[config.mk]
export PLATFORM = sky130hd
export DESIGN_NAME = xbar_alloc
export DESIGN_NICKNAME = d
export VERILOG_FILES = /design/src/rtl/xbar_pkg.sv /design/src/rtl/xbar_rr_arb.sv /design/src/rtl/xbar_alloc.sv
export SDC_FILE = /design/constraint.sdc
export NUM_CORES = 1
export LEC_CHECK = 0
export BUFFER_PORTS_ARGS = -buffer_cell sky130_fd_sc_hd__buf_2
export CAP_MARGIN = 20
export CORE_UTILIZATION = 40
export DETAILED_ROUTE_END_ITERATION = 10
export GPL_TIMING_DRIVEN = 0
export SYNTH_ARGS = -nofsm -noshare
export SYNTH_HDL_FRONTEND = slang
export SYNTH_HIERARCHICAL = 1
export SYNTH_SLANG_ARGS = --single-unit
[constraint.sdc]
create_clock -name clk -period 10.7 [get_ports clk]
set_clock_uncertainty 0.05 [all_clocks]
set_input_delay 2.675 -clock clk [delete_from_list [all_inputs] [get_ports clk]]
set_output_delay 2.675 -clock clk [all_outputs]
set_load 0.1 [all_outputs]
[src/rtl/xbar_pkg.sv]
// Shared constants and types for the credit-based crossbar allocator.
package xbar_pkg;

  localparam int NPORTS  = 5;
  localparam int PORT_W  = 3;
  localparam int CREDITS = 4;
  localparam int CNT_W   = $clog2(CREDITS + 1);

  // Per-output allocation state: IDLE arbitrates, LOCKED follows one packet owner.
  typedef enum logic {
    IDLE   = 1'b0,
    LOCKED = 1'b1
  } arb_state_e;

endpackage

[src/rtl/xbar_rr_arb.sv]
// One output port of the crossbar: round-robin arbiter, wormhole packet lock
// and downstream credit counter. Grant outputs are combinational so a flit
// moves in the same cycle it is selected.
module xbar_rr_arb
  import xbar_pkg::*;
#(
  parameter int NPORTS  = xbar_pkg::NPORTS,
  parameter int CREDITS = xbar_pkg::CREDITS,
  parameter int OUT_IDX = 0
) (
  input  logic                     clk,
  input  logic                     rst,
  input  logic [NPORTS-1:0]        i_req_valid,
  input  logic [NPORTS*PORT_W-1:0] i_req_dest,
  input  logic [NPORTS-1:0]        i_req_tail,
  input  logic                     i_credit_ret,
  output logic [NPORTS-1:0]        o_gnt,
  output logic [PORT_W-1:0]        o_sel,
  output logic                     o_valid,
  output logic                     o_credit_err
);

  localparam int LCNT_W = $clog2(CREDITS + 1);

  arb_state_e          r_state;
  logic [PORT_W-1:0]   r_owner;
  logic [PORT_W-1:0]   r_rr_ptr;
  logic [LCNT_W-1:0]   r_credit;
  logic                r_credit_err;

  logic [NPORTS-1:0]   w_match;
  logic [2*NPORTS-1:0] w_rot;
  int                  w_off;
  int                  w_sum;
  logic                w_found_rr;
  logic [PORT_W-1:0]   w_rr_win;
  logic                w_own_hit;
  logic                w_found;
  logic [PORT_W-1:0]   w_win;
  logic                w_win_tail;
  logic                w_grant;
  logic [PORT_W-1:0]   w_next;

  // Decode which inputs target this output; out-of-range destinations never match.
  always_comb begin
    w_match = '0;
    for (int i = 0; i < NPORTS; i++) begin
      w_match[i] = i_req_valid[i] &&
                   (i_req_dest[i*PORT_W +: PORT_W] == PORT_W'(OUT_IDX));
    end
  end

  // Round-robin search: rotate requests so rr_ptr sits at bit 0, take lowest set bit.
  always_comb begin
    w_rot      = {w_match, w_match} >> r_rr_ptr;
    w_found_rr = |w_rot[NPORTS-1:0];
    w_off      = 0;
    for (int k = NPORTS - 1; k >= 0; k--) begin
      w_off = w_rot[k] ? k : w_off;
    end
    w_sum    = int'(r_rr_ptr) + w_off;
    w_rr_win = PORT_W'((w_sum >= NPORTS) ? (w_sum - NPORTS) : w_sum);
  end

  // Locked output listens only to the owner of the packet in flight.
  always_comb begin
    w_own_hit = 1'b0;
    for (int i = 0; i < NPORTS; i++) begin
      w_own_hit = (PORT_W'(i) == r_owner) ? w_match[i] : w_own_hit;
    end
  end

  // Select winner by state, gate on credit and reset, and form the grant outputs.
  always_comb begin
    case (r_state)
      IDLE: begin
        w_found = w_found_rr;
        w_win   = w_rr_win;
      end
      LOCKED: begin
        w_found = w_own_hit;
        w_win   = r_owner;
      end
      default: begin
        w_found = 1'b0;
        w_win   = '0;
      end
    endcase
    w_grant    = w_found && (r_credit != '0) && !rst;
    w_win_tail = 1'b0;
    o_gnt      = '0;
    for (int i = 0; i < NPORTS; i++) begin
      w_win_tail = (PORT_W'(i) == w_win) ? i_req_tail[i] : w_win_tail;
      o_gnt[i]   = w_grant && (PORT_W'(i) == w_win);
    end
    o_valid = w_grant;
    o_sel   = w_grant ? w_win : '0;
    w_next  = (w_win == PORT_W'(NPORTS - 1)) ? '0 : (w_win + PORT_W'(1));
  end

  // Credit bookkeeping: a grant consumes a slot, a return frees one, both cancel.
  always_ff @(posedge clk or posedge rst) begin
    if (rst) begin
      r_credit     <= LCNT_W'(CREDITS);
      r_credit_err <= 1'b0;
    end else begin
      if (w_grant && !i_credit_ret) begin
        r_credit <= r_credit - LCNT_W'(1);
      end else if (!w_grant && i_credit_ret) begin
        if (r_credit == LCNT_W'(CREDITS)) begin
          r_credit_err <= 1'b1;
        end else begin
          r_credit <= r_credit + LCNT_W'(1);
        end
      end else begin
        r_credit <= r_credit;
      end
    end
  end

  // Packet lock FSM: head locks the output, tail releases it and advances rr_ptr.
  always_ff @(posedge clk or posedge rst) begin
    if (rst) begin
      r_state  <= IDLE;
      r_owner  <= '0;
      r_rr_ptr <= '0;
    end else if (w_grant) begin
      if (w_win_tail) begin
        r_state  <= IDLE;
        r_rr_ptr <= w_next;
      end else if (r_state == IDLE) begin
        r_state <= LOCKED;
        r_owner <= w_win;
      end else begin
        r_state <= r_state;
      end
    end else begin
      r_state <= r_state;
    end
  end

  assign o_credit_err = r_credit_err;

endmodule

[src/rtl/xbar_alloc.sv]
// Crossbar switch allocator: one round-robin/credit arbiter per output;
// input grants are the OR of the per-output one-hot grant vectors, which
// never overlap because each input names a single destination.
module xbar_alloc
  import xbar_pkg::*;
#(
  parameter int NPORTS  = xbar_pkg::NPORTS,
  parameter int CREDITS = xbar_pkg::CREDITS
) (
  input  logic                     clk,
  input  logic                     rst,
  input  logic [NPORTS-1:0]        req_valid,
  input  logic [NPORTS*PORT_W-1:0] req_dest,
  input  logic [NPORTS-1:0]        req_tail,
  input  logic [NPORTS-1:0]        credit_ret,
  output logic [NPORTS-1:0]        gnt,
  output logic [NPORTS*PORT_W-1:0] xbar_sel,
  output logic [NPORTS-1:0]        xbar_valid,
  output logic [NPORTS-1:0]        credit_err
);

  logic [NPORTS-1:0] w_gnt_vec [NPORTS];

  for (genvar o = 0; o < NPORTS; o++) begin : g_out
    xbar_rr_arb #(
      .NPORTS  (NPORTS),
      .CREDITS (CREDITS),
      .OUT_IDX (o)
    ) u_arb (
      .clk          (clk),
      .rst          (rst),
      .i_req_valid  (req_valid),
      .i_req_dest   (req_dest),
      .i_req_tail   (req_tail),
      .i_credit_ret (credit_ret[o]),
      .o_gnt        (w_gnt_vec[o]),
      .o_sel        (xbar_sel[o*PORT_W +: PORT_W]),
      .o_valid      (xbar_valid[o]),
      .o_credit_err (credit_err[o])
    );
  end

  // Merge per-output grant vectors into the per-input grant.
  always_comb begin
    gnt = '0;
    for (int o = 0; o < NPORTS; o++) begin
      gnt = gnt | w_gnt_vec[o];
    end
  end

endmodule

# After elaboration in Yosys (flattened, before gate mapping)
# Cells that the tools add are included.
totals:
  regBits: 55
  inputBits: 32
  output_inout_bits: 30
  elab_cells: 405
classes:
  add_sub_neg: 25
  magnitude_cmp: 5
  eq_ne: 75
  shift: 5
  mux: 120
  n_bitwise: 19
  reduce_logical: 131
op_table:
  columns: ["operator", "n"]
  rows:
  - ["32-bit two-way mux", 20]
  - ["4-bit by 32-bit adder with 32-bit output", 5]
  - ["32-bit by 4-bit >= comparator with 1-bit output, second input constant", 5]
  - ["3-bit two-way mux", 35]
  - ["1-bit logical AND", 70]
  - ["2-bit by 3-bit equality test with 1-bit output, first input constant", 20]
  - ["1-bit two-way mux", 55]
  - ["10-bit by 3-bit right shift with 5-bit output", 5]
  - ["3-bit equality test, second input constant", 15]
  - ["3-bit logical NOT", 15]
  - ["3-bit by 1-bit adder with 3-bit output, second input constant", 10]
  - ["1-bit by 3-bit equality test with 1-bit output, first input constant", 10]
  - ["3-bit by 2-bit equality test with 1-bit output, second input constant", 10]
  - ["3-bit equality test, first input constant", 10]
  - ["3-bit one-hot mux with 2 select lines", 5]
  - ["3-bit AND reduction", 10]
  - ["5-bit OR reduction", 5]
  - ["5-bit bitwise OR", 4]
  - ["2-bit AND reduction", 10]
  - ["3-bit by 1-bit equality test with 1-bit output, second input constant", 5]
  - ["1-bit inverter", 15]
  - ["3-bit nonzero test", 5]
  - ["3-bit by 1-bit subtractor with 3-bit output, second input constant", 5]
  - ["3-bit subtractor, second input constant", 5]
  - ["other kinds (4)", 26]

# Longest topological paths before layout
# Gate-level depths: netlist (run 1).
depth:
  depth_word: 20
  ltp_mapped: 24
  ltp_nobuf: 23

# Hierarchy
# The synthesis (run 1) kept the hierarchy.
by_module_without_submodules:
  columns: ["module", "instances", "cells_per_inst", "area_each_um2", "seq_area_each_um2"]
  rows:
  - ["xbar_rr_arb at g_out[0].u_arb", 1, 160, 1471.4, 276.5]
  - ["xbar_rr_arb at g_out[1].u_arb", 1, 143, 1448.9, 276.5]
  - ["xbar_rr_arb at g_out[2].u_arb", 1, 143, 1433.9, 276.5]
  - ["xbar_rr_arb at g_out[3].u_arb", 1, 164, 1427.6, 276.5]
  - ["xbar_rr_arb at g_out[4].u_arb", 1, 158, 1320.0, 276.5]
  - ["xbar_alloc", 1, 15, 62.6, 0.0]

# Worst setup path after synthesis (run 1)
# Ideal clock, no wire load.
synth_path:
  kind: "input to output"
  from: "input req_dest[11]"
  to: "output gnt[4]"
  arrival_ps: 7271
  required_ps: 7975
  setup_slack_ps: 704
  path_stages: 21
  n_path_buf: 0
  cell_sequence: "nand4b_1 mux2i_1 nor2_1 a21oi_1 a31oi_1 o32ai_1 ha_1 fa_1 inv_1 ha_1 nand2b_1 a221oi_1 mux2_2 mux2i_1 ha_1 nand2b_1 a2111oi_2 nor2_1 nor2_1 nor2_1 nand2_1"
synth_rtl:
  columns: ["item", "line", "source"]
  rows:
  - ["from (decl)", "xbar_alloc.sv:13", "input logic [NPORTS*PORT_W-1:0] req_dest,"]
  - ["to (decl)", "xbar_alloc.sv:16", "output logic [NPORTS-1:0] gnt,"]

==> out/qor.yml, run 1 <==
run_status:
  status: "finished, final reports clean"
worst_setup_path:
  setup.worst_path.class: "input pin to primary output"
  rrSetupSlack_ns: 4.82
  r2r-end: "g_out[3].u_arb/r_owner[2]"
  r2r_start: "g_out[3].u_arb/r_rr_ptr[1]"
  arrival_ns: 7.65
  start_kind: "input pin"
  cp_max_fo: 6
  critPathLaunch: "req_dest[12]"
  reg2reg_depth: 20
  critPathRequiredTime_ns: 7.98
  end_kind: "primary output"
  endpoint: "gnt[3]"
drt:
  wirelength_mm: 18.1
  viasPerCell: 5.64
  wire_per_inst_um: 16.6
  vias: 6118
  ant_nets: 0
  drc: 0
  drt-pass1-iter-count: 5
  drt_first_iter_violations: 259
sta:
  worstMarginPinSlew_ns: 0.641
  slew-limit-headroom: 0.572
  setup_viol: 0
  rsz0062_at_grt: "false"
  fmax_mhz: 96.4
  finalHoldViolations: 0
  drv_slew: 0
  fin_crit_ns: 10.37
  post-route-period-util: 0.969
synth:
  synth-async-reset-ratio: 1.00
  yosys-top-cells-area: "dfrtp_1, ha_1, mux2i_1"
  ys.flop_type: "dfrtp_1"
  synth_top_area_cell: "dfrtp_1"
  synth-seq-cells: 55
  avgSynthCellArea_um2: 9.15
  synthCells: 783
  syn_area_um2: 7160
  yosysSeqAreaShare: 0.193
  synth.top_cell.area_share: 0.175
  syn-num-nets: 877
  synth.distinct_cells: 108
  yosysWarnings: 6
  synth_edf_count: 0
cts:
  cts_buffer_depth: 2
  tritoncts: "built"
  clk_pin_slew_ns: 0.07
  cts-root-buf: "clkbuf_16"
  clkSinkCount: 55
  cts_buffers: 5
  htreeDepth: 2
  clk_latency_ns: 0.31
floorplanning:
  die-height_um: 136
  die-area_um2: 18400
  ios: 62
  die-width_um: 136
  placement_rows: 48
  start_util: 0.411
  core_um2: 17400
global_route:
  use_met1: 0.285
  grtUsageMet2: 0.333
  grt_pass1_vias: 5787
  track_usage: 0.202
  grt-ovfl-total: 0
  antenna_found_initial: 0
  grt_max_degree: 17
  grt_use_met3: 0.0216
  grt_pass1_wl_mm: 29.6
  top_usage_layer: "met2"
layout:
  final_core_util: 0.464
  seqCellArea_um2: 1380
  n_antenna_cell: 0
  areaGrowthSynthToFinish_pct: 12.7
  layout-drive-gt1-share: 0.243
  multi_input_area_um2: 5390
  fillCellCount: 1734
  nNetsFinal: 953
placement:
  dp_hpwl_mm: 14.4
  port_buffers: 61
  place.gp.congestion: 0.846
worst_hold_path:
  hold_class: "register to register"
run:
  maxCapViolCount: 0
## worst max-delay path: stages
cell and delay, ns:
buf_2 0.13, nand4bb_1 0.51, mux2i_1 0.34, nor2_1 0.06, a21oi_1 0.36, nor2_1 0.11
nand2_1 0.08, o31ai_1 0.08, ha_1 0.23, fa_1 0.53, inv_1 0.07, ha_1 0.17
nand2b_1 0.14, a221oi_2 0.38, mux2i_1 0.31, nand2_1 0.20, inv_1 0.12, ha_1 0.15
ha_1 0.16, inv_1 0.06, nor2_1 0.21, nor2_1 0.08, nand2_1 0.06, buf_2 0.42
## logic make-up after synthesis
kind of cell	count (synthesis)	synth area share
AOI/OAI and AO/OA	182	0.215
buffers and inverters	98	0.0683
adders and majority gates	62	0.119
DFF	55	0.193
and+or+nand+nor	287	0.231
muxes	83	0.153
xor gates and xnor gates	16	0.0206
## cells in the mapped netlist, types with 5 or more instances
cell	n
xor2_1	10
o211ai_1	8
nor2b_1	5
nor3_1	32
a211oi_1	7
nand4bb_1	8
clkbuf_8	7
nand2b_1	13
fa_1	10
a31oi_1	8
dfstp_2	5
inv_2	12
mux4_2	10
mux2_1	9
a21oi_1	36
and2_1	14
a21o_1	5
o21ai_0	26
nand3_1	11
o31ai_1	15
mux2i_1	40
mux2_4	12
ha_1	52
inv_1	63
mux2_2	8
and3_1	7
clkbuf_1	5
nand4b_1	5
xnor2_1	5
nor2_1	80
a311o_1	5
or4bb_1	5
nor4_1	8
nand2_1	55
a31o_2	5
dfrtp_1	50
## metrics by stage
| stage | instances | instance area, µm² | setup slack (ns) | hold WS, ns | setup TNS (ns) |
|---|---|---|---|---|---|
| finish | 1085 | 8070 | 0.326 | 0.414 | 0 |
| global placement | 1069 | 7750 | -0.358 | 0.400 | -0.436 |
| detailed placement | 1069 | 7750 | -0.381 | 0.405 | -0.482 |
| floorplan | 783 | 7160 | 0.704 | 0.450 | 0 |
| global route | 1085 | 8070 | 0.0000124 | 0.446 | 0 |
| CTS | 1081 | 7960 | 0.0490 | 0.420 | 0 |
## cell type report
class                      count  share of cell area
inverter                      79              0.0387
clock inverter                 1            0.000930
multi-input combinational    630               0.667
timing repair buffer          69              0.0460
clock buffer                   7              0.0189
tap                          225              0.0349
buffer                        19              0.0219
sequential                    55               0.171
## flip-flops by register name, summed over array words and instances (netlist names)
register and flops:
g_out.u_arb/r_credit 15, g_out.u_arb/o_credit_err 5, g_out.u_arb/r_state 5, g_out.u_arb/r_rr_ptr 15, g_out.u_arb/r_owner 15
## routing by layer
layer	wire, µm	part of all wire	vias up
met1	8740	0.48	2944
li1	-	-	3065
met2	8490	0.47	96
met5	0	0	-
met4	159	0.0088	0
met3	668	0.037	13
## what timing repair did
action,in CTS,in global routing
hold buffers,0,0
setup buffers,4,4
gates cloned,0,0
pin swaps,0,2
gates resized for setup,4,13
endpoints found under the setup margin,2,4
## how the worst min path moves through the flow
stage / startpoint / to / slack [ns] / depth (start not counted)
after floorplan: g_out[3].u_arb/r_credit[2] / g_out[3].u_arb/r_credit[2] / 0.45 / 2
after global routing: g_out[4].u_arb/o_credit_err / g_out[4].u_arb/o_credit_err / 0.45 / 1
after CTS: g_out[2].u_arb/o_credit_err / g_out[2].u_arb/o_credit_err / 0.42 / 1
after detailed placement: g_out[2].u_arb/o_credit_err / g_out[2].u_arb/o_credit_err / 0.40 / 1
after global placement: g_out[4].u_arb/o_credit_err / g_out[4].u_arb/o_credit_err / 0.40 / 1
final: g_out[2].u_arb/o_credit_err / g_out[2].u_arb/o_credit_err / 0.41 / 1
## placed cells by master (no fill, tap or decap), types with 13 or more instances in the layout
| cell | count |
|---|---|
| ha_1 | 50 |
| o31ai_1 | 15 |
| mux2i_1 | 38 |
| and2_1 | 14 |
| nor2_1 | 80 |
| o21ai_0 | 26 |
| a21oi_1 | 36 |
| inv_1 | 63 |
| nand2_1 | 55 |
| nand2b_1 | 13 |
| dfrtp_1 | 50 |
| nor3_1 | 32 |
| buf_2 | 61 |
Power of run 1 is not shown: default switching activity piles up to over one toggle a cycle in this logic, so the estimate is an artifact.
==> run 2: changes to the inputs <==
--- a/config.mk
+++ b/config.mk
@@ -9,4 +9,5 @@
 export CAP_MARGIN = 20
 export CORE_UTILIZATION = 40
+export CTS_CLUSTER_SIZE = 20
 export DETAILED_ROUTE_END_ITERATION = 10
 export GPL_TIMING_DRIVEN = 0
--- a/constraint.sdc
+++ b/constraint.sdc
@@ -3,3 +3,3 @@
 set_input_delay 2.675 -clock clk [delete_from_list [all_inputs] [get_ports clk]]
 set_output_delay 2.675 -clock clk [all_outputs]
-set_load 0.1 [all_outputs]
+set_load 0.05 [all_outputs]
==> run 2 against run 1 <==
Critical path depth fell by 1. Die area did not move. First-iteration DRC count rose by 6.9%. Sequential cell count did not move. Fmax rose by 0.33%. Cell count fell by 0.18%. Wire length fell by 0.40%. Core utilization fell by 0.26 points. Critical endpoint is now gnt[4]. Highest routed layer unchanged.
==> out/qor.yml, run 2 (synthesis gave the netlist of run 1 again) <==
worst_setup_path:
  cpMaxStageDelayCell: "fa_1"
  arrival_ns: 7.61
  end_kind: "primary output"
  critPathLaunch: "req_dest[11]"
  rrSetupSlack_ns: 4.81
  critPathRequiredTime_ns: 7.98
  setup.worst_path.class: "input pin to primary output"
  r2r_start: "g_out[3].u_arb/r_rr_ptr[1]"
  critPathMaxStageDelay_ns: 0.47
  cp_common_cell: "nor2_1"
  endpoint: "gnt[4]"
  path_cells: "buf_2 > nand4b_1 > mux2i_1 > nor2_1 > a21oi_1 > a31oi_1 > o32ai_1 > ha_1 > fa_1 > inv_1 > ha_2 > nand2b_1 > a221oi_2 > mux2_2 > mux2i_4 > ha_2 > nand2b_1 > a2111oi_4 > nor2_1 > nor2_1 > nor2_1 > nand2_1 > clkbuf_4"
  start_kind: "input pin"
  cp_max_fo: 7
  reg2reg_depth: 20
  r2r-end: "g_out[3].u_arb/r_owner[2]"
layout:
  n_antenna_cell: 0
  stdcell_count: 1083
  postLayoutCellArea_um2: 8030
  layout-drive-gt1-share: 0.240
  layout_common_cells: "nor2_1, inv_1, buf_2"
  final_common_cell: "nor2_1"
  top_regs: "g_out.u_arb/r_credit (15), g_out.u_arb/r_owner (15), g_out.u_arb/r_rr_ptr (15)"
  areaGrowthSynthToFinish_pct: 12.1
  seqCellArea_um2: 1380
  fillCellCount: 1733
  nNetsFinal: 951
  multi_input_area_um2: 5360
floorplanning:
  die-width_um: 136
  ios: 62
  die-height_um: 136
  core_um2: 17400
  die-area_um2: 18400
  start_util: 0.411
  placement_rows: 48
sta:
  slew-limit-headroom: 0.447
  drv_slew: 0
  holdWs_ns: 0.414
  finalHoldViolations: 0
  fmax_mhz: 96.7
  fin_setup_tns_ns: 0
  worstMarginPinSlew_ns: 0.818
  setup_viol: 0
  rsz0062_at_grt: "false"
  post-route-period-util: 0.966
  fin_crit_ns: 10.34
placement:
  place_area_um2: 7750
  dp_hpwl_mm: 14.4
  dp.cells: 1069
  place.gp.congestion: 0.846
  port_buffers: 61
drt:
  drc: 0
  vias: 6153
  drt-pass1-iter-count: 8
  wire_per_inst_um: 16.6
  wirelength_mm: 18.0
  viasPerCell: 5.68
  ant_nets: 0
  drt_first_iter_violations: 277
cts:
  tritoncts: "built"
  clk_pin_slew_ns: 0.07
  cts-root-buf: "clkbuf_16"
  clkSinkCount: 55
  clk_latency_ns: 0.31
  cts_buffer_depth: 2
  htreeDepth: 2
  cts_hold_buffers: 0
  cts_buffers: 5
run_status:
  status: "finished, final reports clean"
global_route:
  grt_pass1_wl_mm: 29.6
  antenna_found_initial: 0
  grt_max_degree: 17
  grt_pass1_vias: 5787
  grt-ovfl-total: 0
  track_usage: 0.202
worst_hold_path:
  hold_path.startpoint: "g_out[2].u_arb/o_credit_err"
  hold_class: "register to register"
run:
  maxCapViolCount: 0
[run 2: timing repair]
action                                  in CTS  in global routing
buffers inserted                             4                  2
resized for setup                            2                 11
endpoints found under the hold margin        0                  0
endpoints found under the setup margin       1                  5
pin swaps                                    0                  1
[run 2: layer usage]
metal | global-route usage | vias up | share of wire
met5 | 0 | - | 0
met4 | 0.0412 | 0 | 0.0085
met3 | 0.0216 | 13 | 0.035
met2 | 0.333 | 114 | 0.47
met1 | 0.285 | 2964 | 0.48
li1 | - | 3062 | -
[run 2: how the worst min path moves through the flow]
| stage | end | cells past startpoint | slack (ns) |
|---|---|---|---|
| 4_1_cts | g_out[2].u_arb/o_credit_err | 1 | 0.42 |
| 5_1_grt | g_out[4].u_arb/o_credit_err | 1 | 0.45 |
| 6_report | g_out[2].u_arb/o_credit_err | 1 | 0.41 |
| 3_5_place_dp | g_out[2].u_arb/o_credit_err | 1 | 0.40 |
| 2_1_floorplan | g_out[3].u_arb/r_credit[2] | 2 | 0.45 |
| 3_3_place_gp | g_out[4].u_arb/o_credit_err | 1 | 0.40 |
[run 2: area by class of cell]
class,count,area share
clock inverter,1,0.000935
sequential,55,0.172
multi-input combinational,630,0.668
inverter,79,0.0390
tap,225,0.0351
timing repair buffer,67,0.0439
buffer,19,0.0220
clock buffer,7,0.0190
[run 2: critical path, delay by kind of cell]
family	cells	cell delay, ns
and+or+nand+nor	8	1.03
buffers and inverters	3	0.49
muxes	3	0.85
AOI/OAI and AO/OA	5	1.30
adders and majority gates	4	1.26
[run 2: stage by stage]
stage                util  worst slack (ns)
floorplan               -              1.01
global placement    0.445            -0.194
detailed placement  0.445            -0.217
CTS                 0.457            0.0613
global route        0.461           0.00569
finish              0.461             0.361
Power of run 2 is left out for the same reason.
==> run 3: changes to the inputs <==
Settings changed: PLACE_DENSITY set to 0.69.
==> run 3 against run 2 <==
Register-to-register slack improved by 0.05 ns. Sequential cell count did not move. First-iteration DRC count is 29% higher. Critical endpoint is now gnt[0]. Hold slack improved by 0.00086 ns. Core utilization down 0.20 points. Wire length increased by 1.3%.
==> out/qor.yml, run 3 (synthesis gave the netlist of run 1 again) <==
run_status:
  status: "finished, final reports clean"
worst_hold_path:
  hold_class: "register to register"
  hold_path_depth: 1
  hold_end: "g_out[0].u_arb/o_credit_err"
  hold_path.startpoint: "g_out[0].u_arb/o_credit_err"
cts:
  clk_latency_ns: 0.31
  htreeDepth: 2
  clk_pin_slew_ns: 0.06
  tritoncts: "built"
  cts_buffer_depth: 2
  cts-root-buf: "clkbuf_16"
  cts_buffers: 5
  clkSinkCount: 55
  cts_hold_buffers: 0
worst_setup_path:
  critPathRequiredTime_ns: 7.98
  cpMaxStageDelayCell: "nor4b_1"
  r2r_start: "g_out[3].u_arb/r_rr_ptr[1]"
  cp_max_fo: 6
  rrSetupSlack_ns: 4.86
  r2r-end: "g_out[3].u_arb/r_owner[0]"
  cpLargestDelayFamily: "simple AND/OR/NAND/NOR gates"
  reg2reg_depth: 20
  path_cells: "buf_2 > nor4b_1 > mux2i_1 > and2_1 > a32oi_1 > o22ai_1 > ha_1 > fa_1 > inv_1 > ha_1 > nand2b_1 > a221oi_2 > mux2i_1 > nand2_2 > ha_1 > and3_1 > nor3_1 > nand2_1 > buf_2"
  end_kind: "primary output"
  critPathMaxStageDelay_ns: 0.79
  arrival_ns: 7.62
  path_buf_inv: 3
  cp_common_cell: "ha_1"
  start_kind: "input pin"
  setup.worst_path.class: "input pin to primary output"
drt:
  vias: 6192
  wl_met2_mm: 8.70
  wire_per_inst_um: 16.9
  drc: 0
  highest_layer: "met4"
  met1_length_mm: 8.37
  wirelength_mm: 18.2
  drt_first_iter_violations: 358
  route.met3.wl_um: 864
  drt-pass1-iter-count: 4
  viasPerCell: 5.74
  ant_nets: 0
sta:
  rsz0062_at_grt: "false"
  worstMarginPinSlew_ns: 0.889
  slew-limit-headroom: 0.399
  fmax_mhz: 96.7
  post-route-period-util: 0.967
  drv_slew: 0
  finalHoldViolations: 0
  fin_crit_ns: 10.35
  setup_viol: 0
layout:
  final_core_util: 0.459
  layout-drive-gt1-share: 0.235
  stdcell_count: 1079
  layout_common_cells: "nor2_1, inv_1, buf_2"
  areaGrowthSynthToFinish_pct: 11.6
  n_antenna_cell: 0
  nNetsFinal: 947
  final_common_cell: "nor2_1"
  fillCellCount: 1724
  top_regs: "g_out.u_arb/r_credit (15), g_out.u_arb/r_owner (15), g_out.u_arb/r_rr_ptr (15)"
global_route:
  grt_pass1_vias: 5988
  track_usage: 0.205
  grt_pass1_wl_mm: 29.9
  grt-ovfl-total: 0
  antenna_found_initial: 0
  grt_max_degree: 17
placement:
  port_buffers: 61
  dp.cells: 1069
  dp_hpwl_mm: 14.5
  place.gp.congestion: 0.876
floorplanning:
  die-height_um: 136
  die-area_um2: 18400
  core_um2: 17400
  die-width_um: 136
  start_util: 0.411
  placement_rows: 48
  ios: 62
run:
  maxCapViolCount: 0
## run 3: changes by cell type in the layout (fill, tap and decap cells not counted), sizes merged
cell	before	now
buf	73	69
## run 3: worst max-delay path by stage
stage	from	end	cells past startpoint
final	req_dest[1]	gnt[0]	19
after global routing	req_dest[14]	gnt[4]	23
after CTS	req_dest[11]	gnt[4]	23
after detailed placement	req_dest[11]	gnt[4]	23
after global placement	req_dest[11]	gnt[4]	23
after floorplan	req_dest[11]	gnt[4]	21
## run 3: layout make-up
cell class / count / area (µm²) / share of cell area
clock inverters: 1 / 7.51 / 0.000939
well taps: 225 / 282 / 0.0352
plain buffers: 19 / 176 / 0.0221
flip-flops and latches: 55 / 1380 / 0.173
clock buffers: 7 / 153 / 0.0191
inverters: 79 / 313 / 0.0391
repair buffers: 63 / 323 / 0.0404
multi-input cells: 630 / 5360 / 0.670
## run 3: metal layers
layer	track usage	vias to the layer above
li1	-	3044
met1	0.271	3003
met2	0.347	128
met3	0.0302	17
met4	0.0524	0
met5	0	-
## run 3: what timing repair did
action | in CTS | in global routing
setup buffers | 0 | 2
resized for setup | 1 | 11
endpoints found under the setup margin | 1 | 3
## run 3: per-stage QoR
step / setup TNS (ns) / hold WS, ns / instance area [µm²] / worst slack, ns
floorplan: 0 / 0.450 / 7160 / 1.01
global placement: 0 / 0.396 / 7750 / 0.0105
detailed placement: -0.0533 / 0.408 / 7750 / -0.0533
CTS: 0 / 0.424 / 7920 / 0.00820
global route: 0 / 0.445 / 7990 / 0.00503
finish: 0 / 0.415 / 7990 / 0.354
Power of run 3 is left out for the same reason.
